===== config.mk =====
export PLATFORM = sky130hd
export DESIGN_NAME = arith_op_unit_flat
export DESIGN_NICKNAME = d
export VERILOG_FILES = /design/src/rtl/arith_pkg.sv /design/src/rtl/arith_op_unit_if.sv /design/src/rtl/arith_iter_muldiv.sv /design/src/rtl/arith_op_unit.sv /design/src/flat_wrapper.sv
export SDC_FILE = /design/constraint.sdc
export NUM_CORES = 1
export LEC_CHECK = 0
export CORE_AREA = 2 2 73 75
export DETAILED_ROUTE_END_ITERATION = 6
export DIE_AREA = 0 0 75 77
export PLACE_DENSITY_LB_ADDON = 0.2
export SETUP_SLACK_MARGIN = 0.1
export SYNTH_ARGS = -nofsm -noshare
export SYNTH_HDL_FRONTEND = slang
export SYNTH_SLANG_ARGS = --single-unit

===== constraint.sdc =====
create_clock -name clk -period 2.63 [get_ports clk]
set_input_delay 0.263 -clock clk [delete_from_list [all_inputs] [get_ports clk]]
set_output_delay 0.263 -clock clk [all_outputs]
set_load 0.01 [all_outputs]

===== src/rtl/arith_pkg.sv =====
// Shared types for the arithmetic unit: opcode encodings and control FSM states.
package arith_pkg;

    typedef enum logic [3:0] {
        OP_ADD = 4'b0110,
        OP_SUB = 4'b0111,
        OP_MUL = 4'b1000,
        OP_DIV = 4'b1001
    } op_e;

    typedef enum logic [1:0] {
        IDLE,
        MUL,
        DIV,
        DONE
    } state_e;

endpackage


===== src/rtl/arith_op_unit_if.sv =====
// Request/response bundle between the opcode decoder (master) and the arithmetic unit (slave).
interface arith_op_unit_if #(
    parameter int W = 4
);
    logic           in_valid;
    logic           in_ready;
    logic [3:0]     op_code;
    logic [W-1:0]   a;
    logic [W-1:0]   b;
    logic           out_valid;
    logic           out_ready;
    logic [2*W-1:0] y;
    logic           v;
    logic           dz;
    logic           err;

    modport master (
        output in_valid, op_code, a, b, out_ready,
        input  in_ready, out_valid, y, v, dz, err
    );

    modport slave (
        input  in_valid, op_code, a, b, out_ready,
        output in_ready, out_valid, y, v, dz, err
    );
endinterface


===== src/rtl/arith_iter_muldiv.sv =====
// Bit-serial engine shared by unsigned shift-add multiply and restoring divide.
// Runs W iterations after start; done is high during the final iteration and result shows its outcome.
module arith_iter_muldiv #(
    parameter int W = 4
) (
    input  logic           clk,
    input  logic           rst,
    input  logic           start,
    input  logic           div_mode,
    input  logic [W-1:0]   a,
    input  logic [W-1:0]   b,
    output logic           done,
    output logic [2*W-1:0] result
);
    localparam int CW = $clog2(W);

    // hi holds the partial product / remainder, lo the multiplier / quotient being shifted
    logic [W-1:0]  hi_reg;
    logic [W-1:0]  lo_reg;
    logic [W-1:0]  opb_reg;
    logic          div_reg;
    logic          busy_reg;
    logic [CW-1:0] cnt_reg;

    logic [W:0]    mul_sum;
    logic [W-1:0]  mul_lo_next;
    logic [W:0]    div_sh;
    logic          div_ge;
    logic [W-1:0]  div_hi_next;
    logic [W-1:0]  div_lo_next;
    logic [W-1:0]  hi_next;
    logic [W-1:0]  lo_next;

    assign mul_sum = {1'b0, hi_reg} + (lo_reg[0] ? {1'b0, opb_reg} : {(W+1){1'b0}});
    assign div_sh  = {hi_reg, lo_reg[W-1]};
    assign div_ge  = (div_sh >= {1'b0, opb_reg});
    // remainder stays below the divisor, so the difference always fits in W bits
    assign div_hi_next = div_ge ? (div_sh[W-1:0] - opb_reg) : div_sh[W-1:0];

    assign mul_lo_next[W-1] = mul_sum[0];
    assign div_lo_next[0]   = div_ge;

    generate
        for (genvar gi = 0; gi < W - 1; gi++) begin : g_shift
            assign mul_lo_next[gi]     = lo_reg[gi+1];
            assign div_lo_next[gi+1]   = lo_reg[gi];
        end
    endgenerate

    assign hi_next = div_reg ? div_hi_next : mul_sum[W:1];
    assign lo_next = div_reg ? div_lo_next : mul_lo_next;
    assign done    = busy_reg && (cnt_reg == '0);
    assign result  = {hi_next, lo_next};

    always_ff @(posedge clk) begin
        if (rst) begin
            hi_reg   <= '0;
            lo_reg   <= '0;
            opb_reg  <= '0;
            div_reg  <= 1'b0;
            busy_reg <= 1'b0;
            cnt_reg  <= '0;
        end else if (start) begin
            hi_reg   <= '0;
            lo_reg   <= a;
            opb_reg  <= b;
            div_reg  <= div_mode;
            busy_reg <= 1'b1;
            cnt_reg  <= CW'(W - 1);
        end else if (busy_reg) begin
            hi_reg  <= hi_next;
            lo_reg  <= lo_next;
            cnt_reg <= cnt_reg - 1'b1;
            if (cnt_reg == '0) begin
                busy_reg <= 1'b0;
            end
        end
    end

endmodule


===== src/rtl/arith_op_unit.sv =====
// W-bit add/sub/mul/div unit behind a valid/ready handshake, one operation in flight.
// Define ARITH_SAT_EN to saturate add/sub results on signed overflow instead of wrapping.
module arith_op_unit
    import arith_pkg::*;
#(
    parameter int W = 4
) (
    input  logic clk,
    input  logic rst,
    arith_op_unit_if.slave bus
);
    state_e         state_reg;
    logic           in_ready_reg;
    logic           out_valid_reg;
    logic [2*W-1:0] y_reg;
    logic           v_reg;
    logic           dz_reg;
    logic           err_reg;

    logic           is_sub;
    logic [W-1:0]   s_raw;
    logic [W-1:0]   s_fin;
    logic           ovf;
    logic           md_start;
    logic           md_done;
    logic [2*W-1:0] md_result;

    always_comb begin
        is_sub = (bus.op_code == OP_SUB);
        s_raw  = is_sub ? (bus.a - bus.b) : (bus.a + bus.b);
        if (is_sub) begin
            ovf = (bus.a[W-1] != bus.b[W-1]) && (s_raw[W-1] != bus.a[W-1]);
        end else begin
            ovf = (bus.a[W-1] == bus.b[W-1]) && (s_raw[W-1] != bus.a[W-1]);
        end
        s_fin = s_raw;
`ifdef ARITH_SAT_EN
        // overflow direction follows the sign of a for both add and sub
        if (ovf) begin
            s_fin = bus.a[W-1] ? {1'b1, {(W-1){1'b0}}} : {1'b0, {(W-1){1'b1}}};
        end
`endif
    end

    // divide by zero short-circuits straight to DONE without touching the iterator
    assign md_start = (state_reg == IDLE) && bus.in_valid &&
                      ((bus.op_code == OP_MUL) || ((bus.op_code == OP_DIV) && (bus.b != '0)));

    arith_iter_muldiv #(.W(W)) u_iter (
        .clk      (clk),
        .rst      (rst),
        .start    (md_start),
        .div_mode (bus.op_code == OP_DIV),
        .a        (bus.a),
        .b        (bus.b),
        .done     (md_done),
        .result   (md_result)
    );

    always_ff @(posedge clk) begin
        if (rst) begin
            state_reg     <= IDLE;
            in_ready_reg  <= 1'b1;
            out_valid_reg <= 1'b0;
            y_reg         <= '0;
            v_reg         <= 1'b0;
            dz_reg        <= 1'b0;
            err_reg       <= 1'b0;
        end else begin
            case (state_reg)
                IDLE: begin
                    if (bus.in_valid) begin
                        in_ready_reg <= 1'b0;
                        v_reg        <= 1'b0;
                        dz_reg       <= 1'b0;
                        err_reg      <= 1'b0;
                        case (bus.op_code)
                            OP_ADD, OP_SUB: begin
                                y_reg         <= {{W{s_fin[W-1]}}, s_fin};
                                v_reg         <= ovf;
                                out_valid_reg <= 1'b1;
                                state_reg     <= DONE;
                            end
                            OP_MUL: state_reg <= MUL;
                            OP_DIV: begin
                                if (bus.b == '0) begin
                                    y_reg         <= {bus.a, {W{1'b1}}};
                                    dz_reg        <= 1'b1;
                                    out_valid_reg <= 1'b1;
                                    state_reg     <= DONE;
                                end else begin
                                    state_reg <= DIV;
                                end
                            end
                            default: begin
                                y_reg         <= '0;
                                err_reg       <= 1'b1;
                                out_valid_reg <= 1'b1;
                                state_reg     <= DONE;
                            end
                        endcase
                    end
                end
                MUL, DIV: begin
                    if (md_done) begin
                        y_reg         <= md_result;
                        out_valid_reg <= 1'b1;
                        state_reg     <= DONE;
                    end
                end
                DONE: begin
                    if (bus.out_ready) begin
                        out_valid_reg <= 1'b0;
                        in_ready_reg  <= 1'b1;
                        state_reg     <= IDLE;
                    end
                end
                default: state_reg <= IDLE;
            endcase
        end
    end

    assign bus.in_ready  = in_ready_reg;
    assign bus.out_valid = out_valid_reg;
    assign bus.y         = y_reg;
    assign bus.v         = v_reg;
    assign bus.dz        = dz_reg;
    assign bus.err       = err_reg;

endmodule


===== src/flat_wrapper.sv =====
// flat-port wrapper written by rule: the top's interface ports become plain ports
module arith_op_unit_flat import arith_pkg::*;
#(
    parameter int W = 4
)
  (clk, rst, bus_in_valid, bus_op_code, bus_a, bus_b, bus_out_ready, bus_in_ready, bus_out_valid, bus_y, bus_v, bus_dz, bus_err);
  arith_op_unit_if #(.W(W)) bus_i ();
  input  logic clk;
  input  logic rst;
  input wire logic [$bits(bus_i.in_valid)-1:0] bus_in_valid;
  input wire logic [$bits(bus_i.op_code)-1:0] bus_op_code;
  input wire logic [$bits(bus_i.a)-1:0] bus_a;
  input wire logic [$bits(bus_i.b)-1:0] bus_b;
  input wire logic [$bits(bus_i.out_ready)-1:0] bus_out_ready;
  output wire logic [$bits(bus_i.in_ready)-1:0] bus_in_ready;
  output wire logic [$bits(bus_i.out_valid)-1:0] bus_out_valid;
  output wire logic [$bits(bus_i.y)-1:0] bus_y;
  output wire logic [$bits(bus_i.v)-1:0] bus_v;
  output wire logic [$bits(bus_i.dz)-1:0] bus_dz;
  output wire logic [$bits(bus_i.err)-1:0] bus_err;
  assign bus_i.in_valid = bus_in_valid;
  assign bus_i.op_code = bus_op_code;
  assign bus_i.a = bus_a;
  assign bus_i.b = bus_b;
  assign bus_i.out_ready = bus_out_ready;
  assign bus_in_ready = bus_i.in_ready;
  assign bus_out_valid = bus_i.out_valid;
  assign bus_y = bus_i.y;
  assign bus_v = bus_i.v;
  assign bus_dz = bus_i.dz;
  assign bus_err = bus_i.err;
  arith_op_unit #(.W(W)) u_core (.clk(clk), .rst(rst), .bus(bus_i));
endmodule

==> results.json, run 1 <==
{
  "power.net_switching_mw": 0.757,
  "status": "finished, final reports clean",
  "drt_iter0_drc": 117,
  "vias": 2100,
  "r2r_cells": 8,
  "crit_required_ns": 2.82,
  "tightestPinTransition_ns": 0.658,
  "first_pass_iters": 4,
  "clock_path_buffers": 2,
  "critPathLaunch": "bus_op_code[3]",
  "async_reset_ff_share_pct": 0,
  "grt_max_degree": 20,
  "yosysTopAreaCell": "dfxtp_1",
  "maxSlewHeadroom_pct": 56.1,
  "swShare_pct": 38.7,
  "syn_nets": 312,
  "power_density_nw_per_um2": 704,
  "grt_overflow": 0,
  "nNetsFinal": 357,
  "max_stage_delay_ns": 0.33,
  "layout_common_cells": "nor2_1 (39), dfxtp_1 (31), buf_4 (24)",
  "core_area_um2": 4980,
  "row_count": 26,
  "power_frac_seq_pct": 30.7,
  "worstPathArrival_ns": 2.58,
  "area_delta_synth_final_pct": 27.0,
  "clockRootBuffer": "clkbuf_8",
  "worstSetupEndpointType": "flip-flop",
  "syn_area_per_cell_um2": 7.89,
  "design.die.area_um2": 5780,
  "drive_above_1_share_pct": 12.1,
  "dpl.hpwl_um": 4330,
  "ff_latch_area_um2": 621,
  "pin_count": 29,
  "rrSetupSlack_ns": 0.45,
  "layout_worst_path_cycle_share_pct": 91.2,
  "hold_slack_ns": 0.456,
  "multi_input_area_um2": 1420,
  "p_leak_nw": 1.10,
  "antenna_found_initial": 0,
  "post-route-min-period_ns": 2.40,
  "io_buffers": 28,
  "hold_violations": 0,
  "hold_path.class": "flip-flop to flip-flop",
  "finClkSkew_ns": 0.00638,
  "fp.dieH_um": 77,
  "routedWlPerCell_um": 14.4,
  "p_comb_share_pct": 47.2,
  "drcViolationCount": 0,
  "rsz0062_at_grt": "false",
  "grt_pass1_wl_um": 9370,
  "nFillCells": 507,
  "largest_reg_flops": 8,
  "cts-htree-levels": 2,
  "final-max-slew-violation-count": 0,
  "syn_area_um2": 2190,
  "endpoint": "u_core.bus.v",
  "netlist_instances": 277,
  "clk_pin_slew_ns": 0.07,
  "die_w_um": 75,
  "ir_drop_mv": 0.465,
  "ys_types": 48,
  "synth_top_area_share_pct": 28.4,
  "final_common_cell": "nor2_1",
  "via_per_inst": 5.34,
  "crit_path_start_kind": "input pin",
  "grt_pass1_vias": 1913,
  "synth_seq_cells": 31,
  "setup_violations": 0,
  "critPathMaxFanout": 3,
  "yosys_warnings": 0,
  "cts.sinks": 31,
  "ctsHoldBuffers": 0,
  "cp_slowest_cell": "a311o_1",
  "max_cap_violations": 0,
  "numCtsBuffers": 5,
  "synthFlopType": "dfxtp_1",
  "crit_chain": "dlygate4sd2_1 -> and3b_1 -> nand2_1 -> nor2_1 -> a21o_1 -> inv_1 -> ha_1 -> nor2b_1 -> o21a_1 -> buf_4 -> o21ai_0 -> a21oi_1 -> a311o_1 -> a32o_1",
  "crit_type": "input pin to flip-flop",
  "final_core_util_pct": 55.8,
  "internal_power_mw": 1.20,
  "synth_area_leaders": "dfxtp_1 (28%), ha_1 (9.2%), nor2_1 (6.7%)",
  "clk_latency_ns": 0.29,
  "cts_tree": "done",
  "r2r-start": "u_core.u_iter.opb_reg[2]",
  "r2r-end": "u_core.bus.y[4]",
  "start_util_pct": 43.9,
  "gp_congestion": 0.824,
  "grt_usage_pct": 20.9,
  "routed_wl_um": 5650,
  "ant_nets": 0,
  "p_clk_share_pct": 22.1,
  "synth_edf_count": 0,
  "fmax_mhz": 417,
  "diodes": 0,
  "ys_seq_area_share_pct": 28.4
}
-- per-stage QoR --
stage / power (mW) / TNS, ns / cells / worst slack, ns / cell area (um^2)
after floorplan: 1.22 / 0 / 277 / 0.149 / 2190
after global placement: 1.52 / -0.788 / 383 / -0.225 / 2650
after detailed placement: 1.52 / -1.08 / 383 / -0.287 / 2650
after CTS: 1.95 / 0 / 392 / 0.104 / 2760
after global routing: 2.10 / 0 / 393 / 0.0995 / 2780
final: 1.95 / 0 / 393 / 0.233 / 2780
-- cells by family after synthesis --
group	synth area share, %
and+or+nand+nor	20.9
AOI/OAI and AO/OA	23.1
buffers and inverters	6.93
DFF	28.4
adders and majority gates	11.9
muxes	5.50
xor gates and xnor gates	3.21
-- critical path, delay by kind of cell --
family | cells | cell delay (ns)
adder cells (fa/ha/maj) | 1 | 0.26
AO/OA/AOI/OAI | 6 | 1.14
AND/OR/NAND/NOR | 4 | 0.51
buffers and inverters | 3 | 0.41
-- timing repair --
action,in CTS,in global routing
setup buffers,1,1
setup endpoints to repair,3,3
pin swaps,8,6
resized for setup,6,3
-- how the worst min path moves through the flow --
| stage | start | end | cells after the start |
|---|---|---|---|
| global placement | u_core.bus.y[2] | u_core.bus.y[2] | 2 |
| CTS | u_core.bus.y[2] | u_core.bus.y[2] | 2 |
| finish | u_core.bus.y[2] | u_core.bus.y[2] | 2 |
| detailed placement | u_core.bus.y[2] | u_core.bus.y[2] | 2 |
| global route | u_core.bus.y[0] | u_core.bus.y[0] | 2 |
| floorplan | bus_a[1] | u_core.u_iter.lo_reg[1] | 2 |
-- area by class of cell --
type                    count  share of cell area [%]
repair buffers             52                    16.4
multi-input cells         209                    51.2
well taps                  70                    3.15
clock inverters             1                   0.270
clock buffers               7                    3.47
inverters                  23                    3.11
flip-flops and latches     31                    22.4
-- cells in the mapped netlist, types with 2 or more instances --
cell type and number:
a31oi_1 5, a2111oi_0 3, nor2b_1 4, a21o_1 3
or3_1 3, nand2b_1 5, mux2i_1 12, buf_1 2
and2_1 4, xnor2_1 6, nor2_1 39, buf_2 3
xor2_1 2, o21ai_0 10, o211ai_1 3, dfxtp_1 31
o221ai_1 4, o21a_1 2, nand2_1 20, nor3_1 9
clkbuf_1 7, nor3b_2 2, ha_1 16, a32o_1 4
fa_1 3, inv_1 23, a21oi_1 22, or4_1 2
a211oi_1 5, nand3_1 3, a21boi_1 3
-- per-layer routing --
metal | share of wire (%) | global-route usage [%]
met5 | 0 | 0
met4 | 1.9 | 7.32
met3 | 4.5 | 3.81
met2 | 45 | 30.4
met1 | 48 | 30.6
-- power by group through the flow --
stage | Sequential [mW] | Combinational [mW] | Clock, mW
detailed placement | 0.611 | 0.907 | 0
finish | 0.600 | 0.922 | 0.432
global route | 0.610 | 1.03 | 0.457
global placement | 0.609 | 0.906 | 0
CTS | 0.601 | 0.914 | 0.436
floorplan | 0.618 | 0.598 | 0
Note: power is estimated with default switching activity, not from simulation.
==> run 2, diff against run 1 <==
--- a/config.mk
+++ b/config.mk
@@ -5,9 +5,12 @@
 export SDC_FILE = /design/constraint.sdc
 export NUM_CORES = 1
 export LEC_CHECK = 0
-export CORE_AREA = 2 2 73 75
+export CAP_MARGIN = 5
+export CELL_PAD_IN_SITES_DETAIL_PLACEMENT = 1
+export CELL_PAD_IN_SITES_GLOBAL_PLACEMENT = 1
+export CORE_AREA = 2 2 80 82
 export DETAILED_ROUTE_END_ITERATION = 6
-export DIE_AREA = 0 0 75 77
+export DIE_AREA = 0 0 82 84
 export PLACE_DENSITY_LB_ADDON = 0.2
 export SETUP_SLACK_MARGIN = 0.1
 export SYNTH_ARGS = -nofsm -noshare
==> run 2 against run 1 <==
Net effect: fmax is 1.5% higher; clock power is 17% higher; critical path type unchanged; register-to-register slack worse by 0.03 ns; highest routed layer unchanged; global-route usage is 0.24 points lower; worst hold slack better by 0.00061 ns; wire length is 16% higher; largest cell class unchanged.
==> results.json, run 2 (same netlist as run 1, synthesis figures left out) <==
{
  "status": "finished, final reports clean",
  "setup_violations": 0,
  "final_cells": 399,
  "drt_iter0_drc": 74,
  "cts-htree-levels": 2,
  "nNetsFinal": 356,
  "design.die.area_um2": 6890,
  "grt_pass1_vias": 2253,
  "post-route-min-period_ns": 2.36,
  "maxSlewHeadroom_pct": 55.5,
  "gp_congestion": 0.857,
  "grt_max_degree": 20,
  "r2r_cells": 10,
  "routed_wl_um": 6530,
  "r2r-end": "u_core.u_iter.hi_reg[3]",
  "timing.setup.tns_ns": 0,
  "first_pass_iters": 4,
  "crit_chain": "clkdlybuf4s15_1 -> and3b_2 -> nand2_2 -> nor2_1 -> a21o_1 -> inv_1 -> ha_1 -> nor2b_4 -> o21a_1 -> or2_4 -> or4_4 -> o211ai_1 -> a32o_1",
  "clockRootBuffer": "clkbuf_8",
  "vias": 2172,
  "drcViolationCount": 0,
  "hold_slack_ns": 0.456,
  "cp_num_buf_inv": 2,
  "grt_pass1_wl_um": 10900,
  "rrSetupSlack_ns": 0.42,
  "grt_usage_pct": 20.7,
  "cp_slowest_cell": "or4_4",
  "final_core_util_pct": 46.0,
  "grt_overflow": 0,
  "routedWlPerCell_um": 16.4,
  "fp.dieH_um": 84,
  "core_area_um2": 6100,
  "cts.sinks": 31,
  "final_common_cell": "nor2_1",
  "max_cap_violations": 0,
  "numCtsBuffers": 5,
  "hold_end": "u_core.bus.y[2]",
  "row_count": 29,
  "drive_above_1_share_pct": 13.0,
  "clk_pin_slew_ns": 0.07,
  "start_util_pct": 35.9,
  "via_per_inst": 5.44,
  "hold_violations": 0,
  "dpl.hpwl_um": 5040,
  "dp.cells": 389,
  "layout_common_cells": "nor2_1 (39), dfxtp_1 (31), inv_1 (23), buf_4 (23)",
  "ant_nets": 0,
  "cts_tree": "done",
  "r2r-start": "u_core.u_iter.lo_reg[0]",
  "worstSetupEndpointType": "flip-flop",
  "clk_latency_ns": 0.29,
  "layout_worst_path_cycle_share_pct": 89.8,
  "antenna_found_initial": 0,
  "power_density_nw_per_um2": 743,
  "pin_count": 29,
  "rsz0062_at_grt": "false",
  "hold_path.class": "flip-flop to flip-flop",
  "clock_path_buffers": 2,
  "diodes": 0,
  "fmax_mhz": 423,
  "max_stage_delay_ns": 0.48,
  "area_delta_synth_final_pct": 28.3,
  "die_w_um": 82,
  "cp.depth": 13,
  "critPathTopFamily": "simple AND/OR/NAND/NOR gates",
  "io_buffers": 28,
  "p_leak_nw": 1.10,
  "largest_reg_flops": 8,
  "crit_path_start_kind": "input pin",
  "final-max-slew-violation-count": 0,
  "min_from": "u_core.bus.y[2]",
  "critPathMaxFanout": 4,
  "postLayoutCellArea_um2": 2810,
  "crit_type": "input pin to flip-flop",
  "worstPathArrival_ns": 2.59,
  "crit_required_ns": 2.86,
  "placed_area_um2": 2660,
  "finClkSkew_ns": 0.00729,
  "ir_drop_mv": 0.513,
  "tightestPinTransition_ns": 0.666,
  "min_path_cells": 2
}
-- run 2: layer usage --
metal | part of all wire [%] | vias up | GRT usage, %
met5 | 0 | - | 0
li1 | - | 1066 | -
met3 | 2.8 | 14 | 3.90
met2 | 49 | 28 | 34.5
met1 | 45 | 1064 | 25.8
met4 | 2.3 | 0 | 7.88
-- run 2: final cells by class --
cell class	count	area (um^2)
flip-flops and latches	31	621
well taps	77	96.3
fillers	754	3290
clock buffers	6	82.6
repair buffers	51	447
inverters	23	86.3
clock inverters	2	35.0
multi-input cells	209	1440
-- run 2: worst max-delay path by stage --
stage	start	endpoint	slack, ns
5_1_grt	bus_b[0]	u_core.bus.y[6]	0.14
4_1_cts	bus_op_code[3]	u_core.bus.y[6]	0.11
3_5_place_dp	bus_op_code[2]	u_core.bus.y[3]	-0.33
3_3_place_gp	bus_b[0]	u_core.bus.y[3]	-0.23
6_report	bus_op_code[3]	u_core.bus.y[6]	0.27
2_1_floorplan	bus_op_code[3]	u_core.bus.v	0.15
-- run 2: repair_timing --
action | CTS | global route
setup endpoints to repair | 3 | 3
pin swaps | 9 | 7
gates resized for setup | 9 | 6
gates cloned | 0 | 0
hold buffers | 0 | 0
buffers inserted | 2 | 0
-- run 2: where the power goes --
group / internal, mW / switching (mW) / total [mW]
clock: 0.307 / 0.198 / 0.505
combinational: 0.423 / 0.557 / 0.980
sequential: 0.546 / 0.0535 / 0.600
total: 1.28 / 0.809 / 2.09
-- run 2: metrics by stage --
| stage | total power, mW | setup slack [ns] |
|---|---|---|
| after CTS | 2.09 | 0.113 |
| after detailed placement | 1.56 | -0.325 |
| final | 2.09 | 0.268 |
| after floorplan | 1.22 | 0.149 |
| after global routing | 2.24 | 0.140 |
| after global placement | 1.55 | -0.232 |
-- run 2: worst reg2reg max path, cell delays in order (launching register included) --
cell and delay [ns]:
dfxtp_1 0.43, and2_1 0.16, ha_1 0.18, inv_1 0.07, fa_1 0.38, nor2b_1 0.20, o21a_1 0.13, nor3_1 0.04
a211oi_1 0.30, mux2i_1 0.13, nor3_1 0.13
